===== config.mk =====
export PLATFORM = sky130hd
export DESIGN_NAME = mano_control_sequencer_flat
export DESIGN_NICKNAME = d
export VERILOG_FILES = /design/src/rtl/mano_control_sequencer_if.sv /design/src/rtl/mano_control_sequencer.sv /design/src/flat_wrapper.sv
export SDC_FILE = /design/constraint.sdc
export NUM_CORES = 1
export LEC_CHECK = 0
export CORE_UTILIZATION = 42
export DETAILED_ROUTE_END_ITERATION = 12
export HOLD_SLACK_MARGIN = 0.02
export PLACE_DENSITY_LB_ADDON = 0.3
export SLEW_MARGIN = 20
export SYNTH_ARGS = -nofsm -noshare
export SYNTH_HDL_FRONTEND = slang
export SYNTH_SLANG_ARGS = --single-unit

===== constraint.sdc =====
create_clock -name clk -period 3.98 [get_ports clk]
set_input_delay 0.796 -clock clk [delete_from_list [all_inputs] [get_ports clk]]
set_output_delay 0.796 -clock clk [all_outputs]
set_load 0.05 [all_outputs]

===== src/rtl/mano_control_sequencer_if.sv =====
// ---------------------------------------------------------------------------
// mano_control_sequencer_if
// Bundle that joins the Mano timing-and-control unit to the datapath it steps.
//   master : the sequencer. It samples IR and the status flags. It drives the
//            timing decode, the opcode latch and every register/memory/ALU control.
//   slave  : the datapath side, which has the opposite directions.
// Signals:
//   ir[15:0], dr_zero, ac_msb, ac_zero, e_in, start, irq   (datapath -> sequencer)
//   t[2**SC_WIDTH-1:0], d[7:0], i_flag, running, bus_sel[2:0],
//   ar_ld/inr/clr, pc_ld/inr/clr, dr_ld, dr_inr, ir_ld, tr_ld,
//   mem_rd, mem_wr, alu_op[3:0]                            (sequencer -> datapath)
// ---------------------------------------------------------------------------
interface mano_control_sequencer_if #(
    parameter int SC_WIDTH = 4
);
    logic [15:0]             ir;
    logic                    dr_zero;
    logic                    ac_msb;
    logic                    ac_zero;
    logic                    e_in;
    logic                    start;
    logic                    irq;

    logic [2**SC_WIDTH-1:0]  t;
    logic [7:0]              d;
    logic                    i_flag;
    logic                    running;
    logic [2:0]              bus_sel;
    logic                    ar_ld, ar_inr, ar_clr;
    logic                    pc_ld, pc_inr, pc_clr;
    logic                    dr_ld, dr_inr, ir_ld, tr_ld;
    logic                    mem_rd, mem_wr;
    logic [3:0]              alu_op;

    modport master (
        input  ir, dr_zero, ac_msb, ac_zero, e_in, start, irq,
        output t, d, i_flag, running, bus_sel,
               ar_ld, ar_inr, ar_clr, pc_ld, pc_inr, pc_clr,
               dr_ld, dr_inr, ir_ld, tr_ld, mem_rd, mem_wr, alu_op
    );

    modport slave (
        output ir, dr_zero, ac_msb, ac_zero, e_in, start, irq,
        input  t, d, i_flag, running, bus_sel,
               ar_ld, ar_inr, ar_clr, pc_ld, pc_inr, pc_clr,
               dr_ld, dr_inr, ir_ld, tr_ld, mem_rd, mem_wr, alu_op
    );
endinterface


===== src/rtl/mano_control_sequencer.sv =====
// ---------------------------------------------------------------------------
// mano_control_sequencer
// Timing-and-control unit for the Mano basic computer. It holds the sequence
// counter SC, the D0..D7 opcode latch, the I flip-flop and the start/stop flip-flop S.
// Every control output is decoded combinationally from that state plus IR and the
// status flags. This steps the datapath through fetch, decode, indirect and execute.
// Ports:
//   clk   : rising-edge clock
//   reset : asynchronous, active-high reset
//   bus   : mano_control_sequencer_if.master (IR/status in, controls out)
// Optional build macro INTERRUPT_EN adds the IEN and R flip-flops, the
// interrupt cycle RT0..RT2, and ION/IOF. Without it, irq is ignored.
// ---------------------------------------------------------------------------
module mano_control_sequencer #(
    parameter int SC_WIDTH = 4
) (
    input  logic                     clk,
    input  logic                     reset,
    mano_control_sequencer_if.master bus
);
    localparam int TW = 2**SC_WIDTH;

    localparam logic [SC_WIDTH-1:0] SC_T0 = SC_WIDTH'(0);
    localparam logic [SC_WIDTH-1:0] SC_T1 = SC_WIDTH'(1);
    localparam logic [SC_WIDTH-1:0] SC_T2 = SC_WIDTH'(2);
    localparam logic [SC_WIDTH-1:0] SC_T3 = SC_WIDTH'(3);
    localparam logic [SC_WIDTH-1:0] SC_T4 = SC_WIDTH'(4);
    localparam logic [SC_WIDTH-1:0] SC_T5 = SC_WIDTH'(5);
    localparam logic [SC_WIDTH-1:0] SC_T6 = SC_WIDTH'(6);

    localparam logic [2:0] BUS_NONE = 3'd0, BUS_AR = 3'd1, BUS_PC = 3'd2, BUS_DR = 3'd3,
                           BUS_AC   = 3'd4, BUS_IR = 3'd5, BUS_TR = 3'd6, BUS_MEM = 3'd7;

    localparam logic [3:0] ALU_NOP = 4'd0, ALU_AND = 4'd1, ALU_ADD = 4'd2, ALU_LDA = 4'd3,
                           ALU_CLA = 4'd4, ALU_CLE = 4'd5, ALU_CMA = 4'd6, ALU_CME = 4'd7,
                           ALU_CIR = 4'd8, ALU_CIL = 4'd9, ALU_INC = 4'd10;

    logic [SC_WIDTH-1:0] r_sc;
    logic [7:0]          r_d;
    logic                r_i;
    logic                r_s;

    logic       w_active;
    logic       w_int_cycle;
    logic       w_clr_sc;
    logic       w_halt;
    logic [2:0] w_bus;
    logic [3:0] w_alu;
    logic       w_ar_ld, w_ar_inr, w_ar_clr, w_pc_ld, w_pc_inr, w_pc_clr;
    logic       w_dr_ld, w_dr_inr, w_ir_ld, w_tr_ld, w_mem_rd, w_mem_wr;

`ifdef INTERRUPT_EN
    logic r_ien;
    logic r_r;
    logic w_ion, w_iof, w_rt_done, w_int_set;

    // R only replaces the three fetch slots; T3 onward is a normal instruction.
    assign w_int_cycle = r_r & ((r_sc == SC_T0) | (r_sc == SC_T1) | (r_sc == SC_T2));
    assign w_int_set   = r_s & r_ien & bus.irq &
                         ~((r_sc == SC_T0) | (r_sc == SC_T1) | (r_sc == SC_T2));
`else
    assign w_int_cycle = 1'b0;
`endif

    // The reset term makes all controls go quiet as soon as reset rises,
    // even though SC=0 would otherwise decode as T0.
    assign w_active = r_s & ~reset;

    always_comb begin
        w_bus    = BUS_NONE;
        w_alu    = ALU_NOP;
        w_ar_ld  = 1'b0; w_ar_inr = 1'b0; w_ar_clr = 1'b0;
        w_pc_ld  = 1'b0; w_pc_inr = 1'b0; w_pc_clr = 1'b0;
        w_dr_ld  = 1'b0; w_dr_inr = 1'b0; w_ir_ld  = 1'b0; w_tr_ld = 1'b0;
        w_mem_rd = 1'b0; w_mem_wr = 1'b0;
        w_clr_sc = 1'b0;
        w_halt   = 1'b0;
`ifdef INTERRUPT_EN
        w_ion     = 1'b0;
        w_iof     = 1'b0;
        w_rt_done = 1'b0;
`endif
        if (w_active) begin
            if (w_int_cycle) begin
                // Interrupt cycle: save PC at address 0, then continue at address 1.
                case (r_sc)
                    SC_T0:   begin w_ar_clr = 1'b1; w_bus = BUS_PC; w_tr_ld = 1'b1; end
                    SC_T1:   begin w_bus = BUS_TR; w_mem_wr = 1'b1; w_pc_clr = 1'b1; end
                    default: begin
                        w_pc_inr = 1'b1;
                        w_clr_sc = 1'b1;
`ifdef INTERRUPT_EN
                        w_rt_done = 1'b1;
`endif
                    end
                endcase
            end else begin
                case (r_sc)
                    SC_T0: begin w_bus = BUS_PC; w_ar_ld = 1'b1; end
                    SC_T1: begin w_mem_rd = 1'b1; w_bus = BUS_MEM; w_ir_ld = 1'b1; w_pc_inr = 1'b1; end
                    SC_T2: begin w_bus = BUS_IR; w_ar_ld = 1'b1; end
                    SC_T3: begin
                        if (!r_d[7]) begin
                            if (r_i) begin w_mem_rd = 1'b1; w_bus = BUS_MEM; w_ar_ld = 1'b1; end
                        end else if (!r_i) begin
                            w_clr_sc = 1'b1;
                            if      (bus.ir[11]) w_alu = ALU_CLA;
                            else if (bus.ir[10]) w_alu = ALU_CLE;
                            else if (bus.ir[9])  w_alu = ALU_CMA;
                            else if (bus.ir[8])  w_alu = ALU_CME;
                            else if (bus.ir[7])  w_alu = ALU_CIR;
                            else if (bus.ir[6])  w_alu = ALU_CIL;
                            else if (bus.ir[5])  w_alu = ALU_INC;
                            // SPA / SNA / SZA / SZE skip tests, OR-ed when combined
                            w_pc_inr = (bus.ir[4] & ~bus.ac_msb) | (bus.ir[3] & bus.ac_msb) |
                                       (bus.ir[2] & bus.ac_zero) | (bus.ir[1] & ~bus.e_in);
                            w_halt   = bus.ir[0];
                        end else begin
                            w_clr_sc = 1'b1;
`ifdef INTERRUPT_EN
                            w_ion = (bus.ir == 16'hF080);
                            w_iof = (bus.ir == 16'hF040);
`endif
                        end
                    end
                    SC_T4: begin
                        if (r_d[0] | r_d[1] | r_d[2] | r_d[6]) begin
                            w_mem_rd = 1'b1; w_bus = BUS_MEM; w_dr_ld = 1'b1;
                        end
                        if (r_d[3]) begin w_bus = BUS_AC; w_mem_wr = 1'b1; w_clr_sc = 1'b1; end
                        if (r_d[4]) begin w_bus = BUS_AR; w_pc_ld = 1'b1; w_clr_sc = 1'b1; end
                        if (r_d[5]) begin w_bus = BUS_PC; w_mem_wr = 1'b1; w_ar_inr = 1'b1; end
                    end
                    SC_T5: begin
                        if (r_d[0]) begin w_alu = ALU_AND; w_clr_sc = 1'b1; end
                        if (r_d[1]) begin w_alu = ALU_ADD; w_clr_sc = 1'b1; end
                        if (r_d[2]) begin w_alu = ALU_LDA; w_clr_sc = 1'b1; end
                        if (r_d[5]) begin w_bus = BUS_AR; w_pc_ld = 1'b1; w_clr_sc = 1'b1; end
                        if (r_d[6]) w_dr_inr = 1'b1;
                    end
                    SC_T6: begin
                        if (r_d[6]) begin
                            w_bus = BUS_DR; w_mem_wr = 1'b1; w_pc_inr = bus.dr_zero; w_clr_sc = 1'b1;
                        end
                    end
                    default: ;
                endcase
            end
        end
    end

    always_ff @(posedge clk or posedge reset) begin
        if (reset) begin
            r_sc <= '0;
            r_d  <= '0;
            r_i  <= 1'b0;
            r_s  <= 1'b1;
`ifdef INTERRUPT_EN
            r_ien <= 1'b0;
            r_r   <= 1'b0;
`endif
        end else if (r_s) begin
            r_sc <= w_clr_sc ? '0 : r_sc + SC_WIDTH'(1);
            if (w_halt) r_s <= 1'b0;
            // The opcode is latched only at the end of a real fetch, not during RT2.
            if ((r_sc == SC_T2) && !w_int_cycle) begin
                r_d <= 8'(1) << bus.ir[14:12];
                r_i <= bus.ir[15];
            end
`ifdef INTERRUPT_EN
            if (w_int_set) r_r <= 1'b1;
            if (w_ion)     r_ien <= 1'b1;
            if (w_iof)     r_ien <= 1'b0;
            if (w_rt_done) begin
                r_ien <= 1'b0;
                r_r   <= 1'b0;
            end
`endif
        end else begin
            // Halted: SC stays parked at T0 until restarted.
            r_sc <= '0;
            if (bus.start) r_s <= 1'b1;
        end
    end

    assign bus.t       = TW'(1) << r_sc;
    assign bus.d       = r_d;
    assign bus.i_flag  = r_i;
    assign bus.running = r_s;
    assign bus.bus_sel = w_bus;
    assign bus.alu_op  = w_alu;
    assign bus.ar_ld   = w_ar_ld;
    assign bus.ar_inr  = w_ar_inr;
    assign bus.ar_clr  = w_ar_clr;
    assign bus.pc_ld   = w_pc_ld;
    assign bus.pc_inr  = w_pc_inr;
    assign bus.pc_clr  = w_pc_clr;
    assign bus.dr_ld   = w_dr_ld;
    assign bus.dr_inr  = w_dr_inr;
    assign bus.ir_ld   = w_ir_ld;
    assign bus.tr_ld   = w_tr_ld;
    assign bus.mem_rd  = w_mem_rd;
    assign bus.mem_wr  = w_mem_wr;
endmodule


===== src/flat_wrapper.sv =====
// flat-port wrapper written by rule: the top's interface ports become plain ports
module mano_control_sequencer_flat 
#(
    parameter int SC_WIDTH = 4
)
  (clk, reset, bus_ir, bus_dr_zero, bus_ac_msb, bus_ac_zero, bus_e_in, bus_start, bus_irq, bus_t, bus_d, bus_i_flag, bus_running, bus_bus_sel, bus_ar_ld, bus_ar_inr, bus_ar_clr, bus_pc_ld, bus_pc_inr, bus_pc_clr, bus_dr_ld, bus_dr_inr, bus_ir_ld, bus_tr_ld, bus_mem_rd, bus_mem_wr, bus_alu_op);
  mano_control_sequencer_if #(.SC_WIDTH(SC_WIDTH)) bus_i ();
  input  logic clk;
  input  logic reset;
  input wire logic [$bits(bus_i.ir)-1:0] bus_ir;
  input wire logic [$bits(bus_i.dr_zero)-1:0] bus_dr_zero;
  input wire logic [$bits(bus_i.ac_msb)-1:0] bus_ac_msb;
  input wire logic [$bits(bus_i.ac_zero)-1:0] bus_ac_zero;
  input wire logic [$bits(bus_i.e_in)-1:0] bus_e_in;
  input wire logic [$bits(bus_i.start)-1:0] bus_start;
  input wire logic [$bits(bus_i.irq)-1:0] bus_irq;
  output wire logic [$bits(bus_i.t)-1:0] bus_t;
  output wire logic [$bits(bus_i.d)-1:0] bus_d;
  output wire logic [$bits(bus_i.i_flag)-1:0] bus_i_flag;
  output wire logic [$bits(bus_i.running)-1:0] bus_running;
  output wire logic [$bits(bus_i.bus_sel)-1:0] bus_bus_sel;
  output wire logic [$bits(bus_i.ar_ld)-1:0] bus_ar_ld;
  output wire logic [$bits(bus_i.ar_inr)-1:0] bus_ar_inr;
  output wire logic [$bits(bus_i.ar_clr)-1:0] bus_ar_clr;
  output wire logic [$bits(bus_i.pc_ld)-1:0] bus_pc_ld;
  output wire logic [$bits(bus_i.pc_inr)-1:0] bus_pc_inr;
  output wire logic [$bits(bus_i.pc_clr)-1:0] bus_pc_clr;
  output wire logic [$bits(bus_i.dr_ld)-1:0] bus_dr_ld;
  output wire logic [$bits(bus_i.dr_inr)-1:0] bus_dr_inr;
  output wire logic [$bits(bus_i.ir_ld)-1:0] bus_ir_ld;
  output wire logic [$bits(bus_i.tr_ld)-1:0] bus_tr_ld;
  output wire logic [$bits(bus_i.mem_rd)-1:0] bus_mem_rd;
  output wire logic [$bits(bus_i.mem_wr)-1:0] bus_mem_wr;
  output wire logic [$bits(bus_i.alu_op)-1:0] bus_alu_op;
  assign bus_i.ir = bus_ir;
  assign bus_i.dr_zero = bus_dr_zero;
  assign bus_i.ac_msb = bus_ac_msb;
  assign bus_i.ac_zero = bus_ac_zero;
  assign bus_i.e_in = bus_e_in;
  assign bus_i.start = bus_start;
  assign bus_i.irq = bus_irq;
  assign bus_t = bus_i.t;
  assign bus_d = bus_i.d;
  assign bus_i_flag = bus_i.i_flag;
  assign bus_running = bus_i.running;
  assign bus_bus_sel = bus_i.bus_sel;
  assign bus_ar_ld = bus_i.ar_ld;
  assign bus_ar_inr = bus_i.ar_inr;
  assign bus_ar_clr = bus_i.ar_clr;
  assign bus_pc_ld = bus_i.pc_ld;
  assign bus_pc_inr = bus_i.pc_inr;
  assign bus_pc_clr = bus_i.pc_clr;
  assign bus_dr_ld = bus_i.dr_ld;
  assign bus_dr_inr = bus_i.dr_inr;
  assign bus_ir_ld = bus_i.ir_ld;
  assign bus_tr_ld = bus_i.tr_ld;
  assign bus_mem_rd = bus_i.mem_rd;
  assign bus_mem_wr = bus_i.mem_wr;
  assign bus_alu_op = bus_i.alu_op;
  mano_control_sequencer #(.SC_WIDTH(SC_WIDTH)) u_core (.clk(clk), .reset(reset), .bus(bus_i));
endmodule

==> results by group, run 1 <==
Timing
  – Clock Skew: slightly below 5 ps
  – RSZ-0062 raised after global routing: no
  – Max-slew violation count: 0
  – Final hold vios: 0
  – F_max: between 0.2 and 0.3 GHz
  – Period utilization: roughly nine tenths
  – Final setup violation count: 0
  – Worst slew margin: between 60% and 70%
  – Min Tclk post-route: about 3600 ps
  – Fin Setup TNS: 0 ps
  – Tightest Pin Transition: between 500 and 600 ps

Die
  – Die Wd: around 56 microns
  – Die Area: roughly 3200 sq um
  – Die height: 56.5 microns
  – Core ar.: about 2800 sq um
  – Row count: 19
  – Initial core utilization: about 45%
  – I/O pin count: between 60 and 70

GRT
  – Initial antenna violation count: 0
  – Global route overflow: 0
  – First-pass GRT wire length: a little over 6 mm
  – Vias in the first global route: between 1000 and 1500
  – Largest net degree at the start of global routing: 19
  – Total track usage: 23.5%

Synthesis
  – Synth cell count leaders: nand2_1 (20), nor2_1 (16), dfrtp_1 (13), inv_1 (10)
  – Seq cells post-synth: 14
  – Netlist cell types: 45
  – Synth warn: 0
  – Area contributors post-synth: dfrtp_1 (26%), ha_1 (6.0%), nand2_1 (6.0%), nor2_1 (4.8%), nor2b_1 (4.0%)
  – Mapped Area: 1250 sq um
  – Number of flops mapped to enable cells by yosys: 0
  – Synthesized area per cell: roughly 8 sq um
  – Most common cell in the netlist: nand2_1
  – Top FF cell, synth: dfrtp_1
  – Cell taking the most area after synthesis: dfrtp_1
  – Sequential area share after synthesis: 28.2%
  – Cells after Synth: 159
  – Yosys top cell area share: a little over a quarter
  – Fraction of registers with async set/reset: 100%

Critical path
  – Critical path type: input port to output port
  – Top Family by Delay on Critical Path: buffers and inverters
  – Critical path arrival: roughly 2800 ps
  – R2R cell count: 6
  – End of the worst register-to-register path: u_core.r_sc[3]
  – Reg-to-reg setup timing slack: 2150 ps
  – CP peak stage delay: about 800 ps
  – Buffers & Inverters on Critical Path: 2
  – CP Launch Type: input port
  – Reg-to-reg startpoint: u_core.r_sc[1]
  – Critical path's slowest cell: clkdlybuf4s50_1
  – Crit path capture type: output port
  – Required @ worst endpoint: about 3200 ps
  – Worst-path cell chain: clkdlybuf4s50_1 -> nand2b_1 -> nor2_1 -> o41ai_1 -> a21oi_1 -> clkdlybuf4s50_1
  – Most used cell, CP: clkdlybuf4s50_1
  – Crit-path max FO: 8

Routing
  – WL/cell: 14.5 microns
  – Pre-antenna DRT Iters: 4
  – Vias per cell: approximately 5.6
  – Antenna Nets Post-Route: 0
  – Overall routed net length: 3.63 mm
  – DRT iter0 DRCs: 44
  – Detailed-route via count: roughly 1400
  – DRC: 0

Clocking
  – Clock-pin slew on the worst setup and hold paths: approximately 80 ps
  – Clock buffer count from CTS: 3
  – Post-CTS Resized: 0
  – CTS sink count: 14
  – Postcts setup bufs: 0
  – Hold buffer count at cts: 0
  – Worst skew pair latency: 280 ps
  – CTS max path bufs: 2
  – Root Buffer: clkbuf_4
  – H-tree Lvls: 1
  – CTS tree: done

Min path
  – Hold path cells: 1
  – HP Start: u_core.r_sc[0]
  – Worst min path class: flop to flop
  – WHS Endpoint: u_core.r_sc[0]

Placement
  – DP HPWL: 2.86 mm
  – GPL Wtd Cong: slightly above 0.8
  – Buffers on Ports: 64

Final layout
  – Fin nets: 251
  – Fill count: ~260
  – Share of cells above drive strength 1: 7.27%
  – Area grow syn2layout: 52.9%
  – Post-layout util: approximately two thirds
  – # diodes: 0

Power
  – PwrDens: approximately 650 nW/um^2
  – Peak VDD IR: about 0.0005 V
  – Switching pwr: 0.694 mW
  – Gate power share: between 60 and 70%
  – Switching Share: between 50 and 60%
  – P_int: ~0.55 mW
  – Sequential power share: between 20% and 30%
  – Lkg Pwr: around 0.80 nW
  – Part of the power in the clock network: 8.3%

Flow run
  – Max-Cap Viols: 0

Run status
  – Status: completed
-- placed cells by master (no fill, tap or decap), types with 4 or more instances in the layout --
cell type and instances:
clkdlybuf4s50_1 61, nand2_1 20, nor2_1 16, dfrtp_1 13, inv_1 10, nor2b_1 8, o21ai_0 8, and2_1 7
a21oi_1 7, ha_1 6, and3_1 4, buf_4 4
-- power groups by stage --
stage	Clock, mW	Sequential (mW)	Combinational (mW)
5_1_grt	0.110	0.306	0.898
3_3_place_gp	0	0.287	0.828
3_5_place_dp	0	0.293	0.845
4_1_cts	0.105	0.290	0.848
2_1_floorplan	0	0.453	0.600
6_report	0.103	0.291	0.846
-- worst register-to-register path: cells and delay by family (launching register included) --
| family | cells | cell delay, ps |
|---|---|---|
| AOI/OAI and AO/OA | 2 | 430 |
| buffers and inverters | 1 | 110 |
| adders and majority gates | 1 | 300 |
| and+or+nand+nor | 2 | 470 |
| DFF | 1 | 420 |
-- registers in the layout, indices dropped and copies added, names as in the netlist --
| name | cells |
|---|---|
| u_core.bus.i_flag | 1 |
| u_core.bus.running | 1 |
| u_core.bus.d | 8 |
| u_core.r_sc | 4 |
-- layout make-up --
class | count | area [sq um] | area share, %
inverters | 10 | 37.5 | 1.97
repair buffers | 65 | 641 | 33.6
flip-flops and latches | 14 | 352 | 18.5
clock buffers | 4 | 36.3 | 1.90
multi-input cells | 127 | 801 | 42.0
well taps | 31 | 38.8 | 2.04
-- per-layer routing --
| layer | track usage [%] | routed length (microns) | vias to the layer above |
|---|---|---|---|
| li1 | - | - | 685 |
| met1 | 29.5 | 1450 | 657 |
| met3 | 1.61 | 202 | 10 |
| met2 | 41.7 | 1910 | 56 |
| met4 | 9.41 | 70 | 0 |
| met5 | 0 | 0 | - |
-- kinds of logic (layout without fill, tap and decap cells) --
family,after synthesis,after routing,synth area share (%)
buffers and inverters,20,79,8.13
multiplexers,2,2,1.81
AND/OR/NAND/NOR,78,78,34.3
XOR/XNOR,1,1,0.703
other,1,3,0.301
AO/OA/AOI/OAI,37,37,20.5
flip-flops,14,14,28.2
adder cells (fa/ha/maj),6,6,6.02
-- how the worst max path moves through the flow --
| stage | startpoint | endpoint | depth (start not counted) |
|---|---|---|---|
| 3_5_place_dp | reset | bus_bus_sel[2] | 6 |
| 6_report | reset | bus_bus_sel[2] | 6 |
| 2_1_floorplan | reset | bus_mem_rd | 4 |
| 3_3_place_gp | reset | bus_bus_sel[2] | 6 |
| 5_1_grt | u_core.r_sc[0] | bus_bus_sel[2] | 6 |
| 4_1_cts | reset | bus_bus_sel[2] | 6 |
-- stage by stage --
step	instance area (sq um)	instances	worst slack [ps]	hold WS, ps	power [mW]
finish	1910	251	362	551	1.24
CTS	1910	251	364	554	1.24
global placement	1870	247	405	498	1.11
floorplan	1250	161	514	477	1.05
global route	1910	251	261	590	1.31
detailed placement	1870	247	366	542	1.14
No activity file was read; power rests on OpenSTA's default activity.
==> run 2: changes to the inputs <==
==> constraint.sdc (replaced) <==
create_clock -name clk -period 3.98 [get_ports clk]
set_input_delay 0.398 -clock clk [delete_from_list [all_inputs] [get_ports clk]]
set_output_delay 0.398 -clock clk [all_outputs]
set_load 0.05 [all_outputs]
==> results by group, run 2 (same netlist as run 1, synthesis figures left out) <==
Final layout
  – Max FFs per register: 8 (unchanged)
  – Share of cells above drive strength 1: 5.48% (-1.8 points)
  – Final Cell Area: 1910 sq um (unchanged)
  – Most frequent cells in the layout: clkdlybuf4s50_1 (64), nand2_1 (20), nor2_1 (16)
  – Fill count: 260 (+1.2%)
  – Area grow syn2layout: 52.9% (unchanged)
  – Most common cell after layout, fill and taps aside: clkdlybuf4s50_1
  – Fin nets: 250 (-0.40%)
  – Non-filler instance count after layout: 250 (-0.40%)
  – # diodes: 0 (unchanged)
  – Post-layout util: 68.5% (unchanged)

Clocking
  – Post-CTS Resized: 0 (unchanged)
  – Clock buffer count from CTS: 3 (unchanged)
  – Postcts setup bufs: 0 (unchanged)
  – CTS tree: done
  – H-tree Lvls: 1 (unchanged)
  – CTS max path bufs: 2 (unchanged)
  – Hold buffer count at cts: 0 (unchanged)
  – Clock-pin slew on the worst setup and hold paths: 80 ps (about the same)
  – Worst skew pair latency: 280 ps (about the same)
  – Root Buffer: clkbuf_4
  – CTS sink count: 14 (unchanged)

Timing
  – Hold slack final: 536 ps (-15.4 ps)
  – Worst slew margin: 47.5% (-15 points)
  – Final setup violation count: 0 (unchanged)
  – Final hold vios: 0 (unchanged)
  – Clock Skew: 2.99 ps (-1.90 ps)
  – Setup ws final: 740 ps (+378 ps)
  – Fin Setup TNS: 0 ps (unchanged)
  – RSZ-0062 raised after global routing: no
  – F_max: 0.309 GHz (+12%)
  – Max-slew violation count: 0 (unchanged)
  – Tightest Pin Transition: 780 ps (+220 ps)
  – Min Tclk post-route: 3240 ps (-378 ps)
  – Period utilization: 81.4% (-9.5 points)

GRT
  – Initial antenna violation count: 0 (unchanged)
  – Global route overflow: 0 (unchanged)
  – First-pass GRT wire length: 6.32 mm (+4.7%)
  – Largest net degree at the start of global routing: 19 (unchanged)
  – Vias in the first global route: 1388 (+3.3%)
  – Total track usage: 24.7% (+1.1 points)

Run status
  – Status: completed

Critical path
  – Critical path type: flop to output port
  – Buffers & Inverters on Critical Path: 2 (unchanged)
  – Critical path arrival: 2840 ps (+20 ps)
  – CP peak stage delay: 820 ps (about the same)
  – Top Family by Delay on Critical Path: buffers and inverters
  – CP Launch Type: flop
  – Worst-path cell chain: inv_1 -> ha_1 -> nand3b_4 -> or4_1 -> a21oi_1 -> clkdlybuf4s50_1
  – Critical path's slowest cell: clkdlybuf4s50_1
  – Crit-path max FO: 8 (unchanged)
  – Crit path capture type: output port
  – Required @ worst endpoint: 3580 ps (+400 ps)

Power
  – Total chip power: 1.24 mW (-0.32%)
  – PwrDens: 649 nW/um^2 (-0.32%)
  – Peak VDD IR: 0.000486 V (-3.3%)
  – Lkg Pwr: 0.787 nW (-1.3%)

Routing
  – DRT iter0 DRCs: 53 (+20%)
  – Met1 wire length: 1.55 mm (+7.0%)
  – Routed met2 length: 1.86 mm (-2.4%)
  – Antenna Nets Post-Route: 0 (unchanged)
  – WL/cell: 14.6 microns (+1.3%)
  – Pre-antenna DRT Iters: 4 (unchanged)
  – DRC: 0 (unchanged)
  – Highest Signal Layer: met4
  – Detailed-route via count: 1406 (-0.14%)
  – Met3 WL post-DR: 177 microns (-12%)
  – Overall routed net length: 3.66 mm (+0.88%)
  – Vias per cell: 5.62 (+0.26%)

Placement
  – DP HPWL: 2.87 mm (+0.43%)
  – Cell Area, Placed: 1870 sq um (unchanged)
  – GPL Wtd Cong: 0.834 (+1.8%)
  – Placed Cells: 246 (-0.40%)
  – Buffers on Ports: 64 (unchanged)
  – Dpl ws: 1080 ps (+711 ps)

Die
  – Die Wd: 56.5 microns (unchanged)
  – Core ar.: 2780 sq um (unchanged)
  – Die height: 56.5 microns (unchanged)
  – Row count: 19 (unchanged)
  – Initial core utilization: 44.8% (unchanged)
  – Die Area: 3190 sq um (unchanged)
  – I/O pin count: 69 (unchanged)

Min path
  – Worst min path class: flop to flop

Flow run
  – Max-Cap Viols: 0 (unchanged)
run 2: cell count changes in the layout (fill, tap and decap cells not counted), sizes merged:
cell,delta
clkdlybuf4s50,+3
buf,-4
run 2: worst paths after layout:
path | from | end | slack, ps | depth (start not counted)
max | u_core.r_sc[0] | bus_bus_sel[2] | 740 | 6
min | u_core.r_sc[0] | u_core.r_sc[0] | 540 | 1
max reg2reg | u_core.r_sc[2] | u_core.bus.d[0] | 2190 | 3
min reg2reg | u_core.r_sc[0] | u_core.r_sc[0] | 540 | 1
max in group asynchronous | reset | u_core.bus.running | 3070 | 2
min in group asynchronous | reset | u_core.bus.d[7] | 550 | 2
run 2: report_power, final:
group	leakage, nW	internal (mW)	total, mW	switching, mW
clock network	0.0210	0.0557	0.103	0.0472
registers	0.177	0.188	0.291	0.103
logic	0.588	0.299	0.843	0.544
total	0.787	0.543	1.24	0.694
run 2: metal layers:
layer	global-route usage (%)	vias to the layer above
met4	10.1	0
met2	41.5	55
met1	31.4	664
met5	0	-
met3	3.69	10
li1	-	677
run 2: worst reg2reg max path, stage by stage (launching register included):
cell and delay [ps]:
dfrtp_1 580, nor2_2 390, nand3_2 330, o41ai_1 380
run 2: area by class of cell:
| class | instances | area, sq um | share of cell area [%] |
|---|---|---|---|
| clock buffers | 4 | 36.3 | 1.90 |
| inverters | 10 | 37.5 | 1.97 |
| multi-input cells | 127 | 801 | 42.0 |
| flip-flops and latches | 14 | 352 | 18.5 |
| well taps | 31 | 38.8 | 2.04 |
| repair buffers | 64 | 641 | 33.6 |
==> run 3: changes to the inputs <==
--- a/config.mk
+++ b/config.mk
@@ -5,7 +5,7 @@
 export SDC_FILE = /design/constraint.sdc
 export NUM_CORES = 1
 export LEC_CHECK = 0
-export CORE_UTILIZATION = 42
+export CORE_UTILIZATION = 39
 export DETAILED_ROUTE_END_ITERATION = 12
 export HOLD_SLACK_MARGIN = 0.02
 export PLACE_DENSITY_LB_ADDON = 0.3
==> constraint.sdc (replaced) <==
create_clock -name clk -period 3.11 [get_ports clk]
set_input_delay 0.311 -clock clk [delete_from_list [all_inputs] [get_ports clk]]
set_output_delay 0.311 -clock clk [all_outputs]
set_load 0.05 [all_outputs]
==> results by group, run 3 (same netlist as run 1, synthesis figures left out) <==
GRT
  – First-pass GRT wire length: 5.96 mm (-5.7%)
  – Met2 global-route usage: 43.0% (+1.5 points)
  – Vias in the first global route: 1376 (-0.86%)
  – Initial antenna violation count: 0 (unchanged)
  – Largest net degree at the start of global routing: 19 (unchanged)
  – Grt met1 use: 25.9% (-5.5 points)
  – Global route overflow: 0 (unchanged)
  – Total track usage: 22.4% (-2.3 points)
  – GRT busiest layer: met2
  – Met3 Usage GRT: 2.86% (-0.83 points)

Timing
  – Final hold vios: 0 (unchanged)
  – Final setup violation count: 0 (unchanged)
  – Min Tclk post-route: 3030 ps
  – Fin Setup TNS: 0 ps (unchanged)
  – RSZ-0062 raised after global routing: no
  – F_max: roughly 0.33 GHz
  – Period utilization: between 90% and 100%
  – Hold slack final: 468 ps (-67.7 ps)
  – Setup ws final: 81.9 ps (-658 ps)
  – Worst slew margin: 53.4% (+5.9 points)
  – Max-slew violation count: 0 (unchanged)
  – Tightest Pin Transition: 691 ps (-89.9 ps)
  – Clock Skew: 5.00 ps (+2.01 ps)

Clocking
  – Clock-pin slew on the worst setup and hold paths: 90 ps (about the same)
  – CTS tree: done
  – Worst skew pair latency: 280 ps (about the same)
  – H-tree Lvls: 1 (unchanged)
  – CTS max path bufs: 2 (unchanged)
  – Clock buffer count from CTS: 3 (unchanged)
  – Postcts setup bufs: 0 (unchanged)
  – CTS sink count: 14 (unchanged)
  – Root Buffer: clkbuf_4

Run status
  – Status: completed

Die
  – Initial core utilization: 40.8% (-4.0 points)
  – Die height: 58.5 microns (+3.6%)
  – Die Area: 3430 sq um (+7.4%)
  – Row count: 20 (+1)
  – Die Wd: 58.5 microns (+3.6%)
  – Core ar.: 3050 sq um (+9.8%)
  – I/O pin count: 69 (unchanged)

Critical path
  – CP Launch Type: flop
  – Critical path type: flop to output port
  – Critical path arrival: 2720 ps (-120 ps)
  – Required @ worst endpoint: 2800 ps (-780 ps)
  – R2R cell count: 3 (unchanged)
  – Crit-path max FO: 10 (+2)
  – Crit path capture type: output port

Placement
  – GPL Wtd Cong: 0.846 (+1.4%)
  – Buffers on Ports: 64 (unchanged)
  – Cell Area, Placed: 1880 sq um (+0.74%)
  – Placed Cells: 259 (+5.3%)
  – Dpl ws: 370 ps (-707 ps)
  – DP HPWL: 2.90 mm (+1.0%)

Routing
  – Antenna Nets Post-Route: 0 (unchanged)
  – WL/cell: 14.0 microns (-4.6%)
  – Detailed-route via count: 1401 (-0.36%)
  – Overall routed net length: 3.67 mm (+0.33%)
  – DRC: 0 (unchanged)
  – Vias per cell: 5.33 (-5.3%)
  – DRT iter0 DRCs: 45 (-15%)
  – Pre-antenna DRT Iters: 4 (unchanged)

Power
  – Part of the power in the clock network: 7.1% (-1.2 points)
  – P_int: 0.670 mW (+23%)
  – Lkg Pwr: 0.838 nW (+6.6%)
  – Sequential power share: 23.7% (+0.2 points)
  – Gate power share: 69.2% (+1.1 points)
  – Switching pwr: 0.883 mW (+27%)
  – Switching Share: 56.9% (+0.76 points)
  – PwrDens: 810 nW/um^2 (+25%)
  – Peak VDD IR: 0.000393 V (-19%)

Final layout
  – Most common cell after layout, fill and taps aside: clkdlybuf4s50_1
  – Share of cells above drive strength 1: 5.48% (unchanged)
  – Fin nets: 250 (unchanged)
  – Max FFs per register: 8 (unchanged)
  – Most frequent cells in the layout: clkdlybuf4s50_1 (60), nand2_1 (20), nor2_1 (16)
  – Area grow syn2layout: 53.8%
  – Non-filler instance count after layout: 263 (+5.2%)
  – # diodes: 0 (unchanged)
  – Final Cell Area: 1920 sq um (+0.59%)

Flow run
  – Max-Cap Viols: 0 (unchanged)

Min path
  – Worst min path class: input port to asynchronous set/reset pin
## run 3: final timing paths
path | startpoint | to | slack [ps]
setup / recovery | u_core.r_sc[0] | bus_bus_sel[1] | 80
hold / removal | reset | u_core.bus.d[3] | 470
setup reg to reg | u_core.r_sc[2] | u_core.bus.i_flag | 1310
hold reg to reg | u_core.r_sc[0] | u_core.r_sc[0] | 530
max in group asynchronous | reset | u_core.bus.running | 2270
min in group clk | u_core.r_sc[0] | u_core.r_sc[0] | 530
## run 3: power groups by stage
| stage | clock (mW) | combinational [mW] | sequential, mW |
|---|---|---|---|
| 4_1_cts | 0.108 | 1.08 | 0.369 |
| 3_5_place_dp | 0 | 1.07 | 0.372 |
| 5_1_grt | 0.121 | 1.15 | 0.385 |
| 3_3_place_gp | 0 | 1.04 | 0.364 |
| 6_report | 0.110 | 1.08 | 0.369 |
| 2_1_floorplan | 0 | 0.768 | 0.580 |
## run 3: final cells by class
type / count / area, sq um
tap: 44 / 55.1
timing repair buffer: 64 / 646
fill: 304 / 1140
inverter: 10 / 37.5
clock buffer: 4 / 26.3
sequential: 14 / 352
multi-input combinational: 127 / 801
## run 3: worst max-delay path, stage by stage, from the launching register on
cell and delay (ps):
dfrtp_1 420, inv_1 90, ha_1 330, o41ai_1 730
a31oi_1 130, clkdlybuf4s50_1 740
## run 3: repair_timing
action	CTS	global route
gates resized for setup	0	3
hold buffers	0	0
setup endpoints to repair	0	3
## run 3: metal layers
metal / share of wire (%) / vias up
met1: 41 / 666
met2: 53 / 51
met3: 5.0 / 5
li1: - / 679
met4: 0.73 / 0
met5: 0 / -
## run 3: through the flow
stage | utilization (%) | power [mW]
after floorplan | - | 1.35
after global placement | 61.7 | 1.41
after detailed placement | 61.7 | 1.45
after CTS | 62.5 | 1.55
after global routing | 62.8 | 1.66
final | 62.8 | 1.55
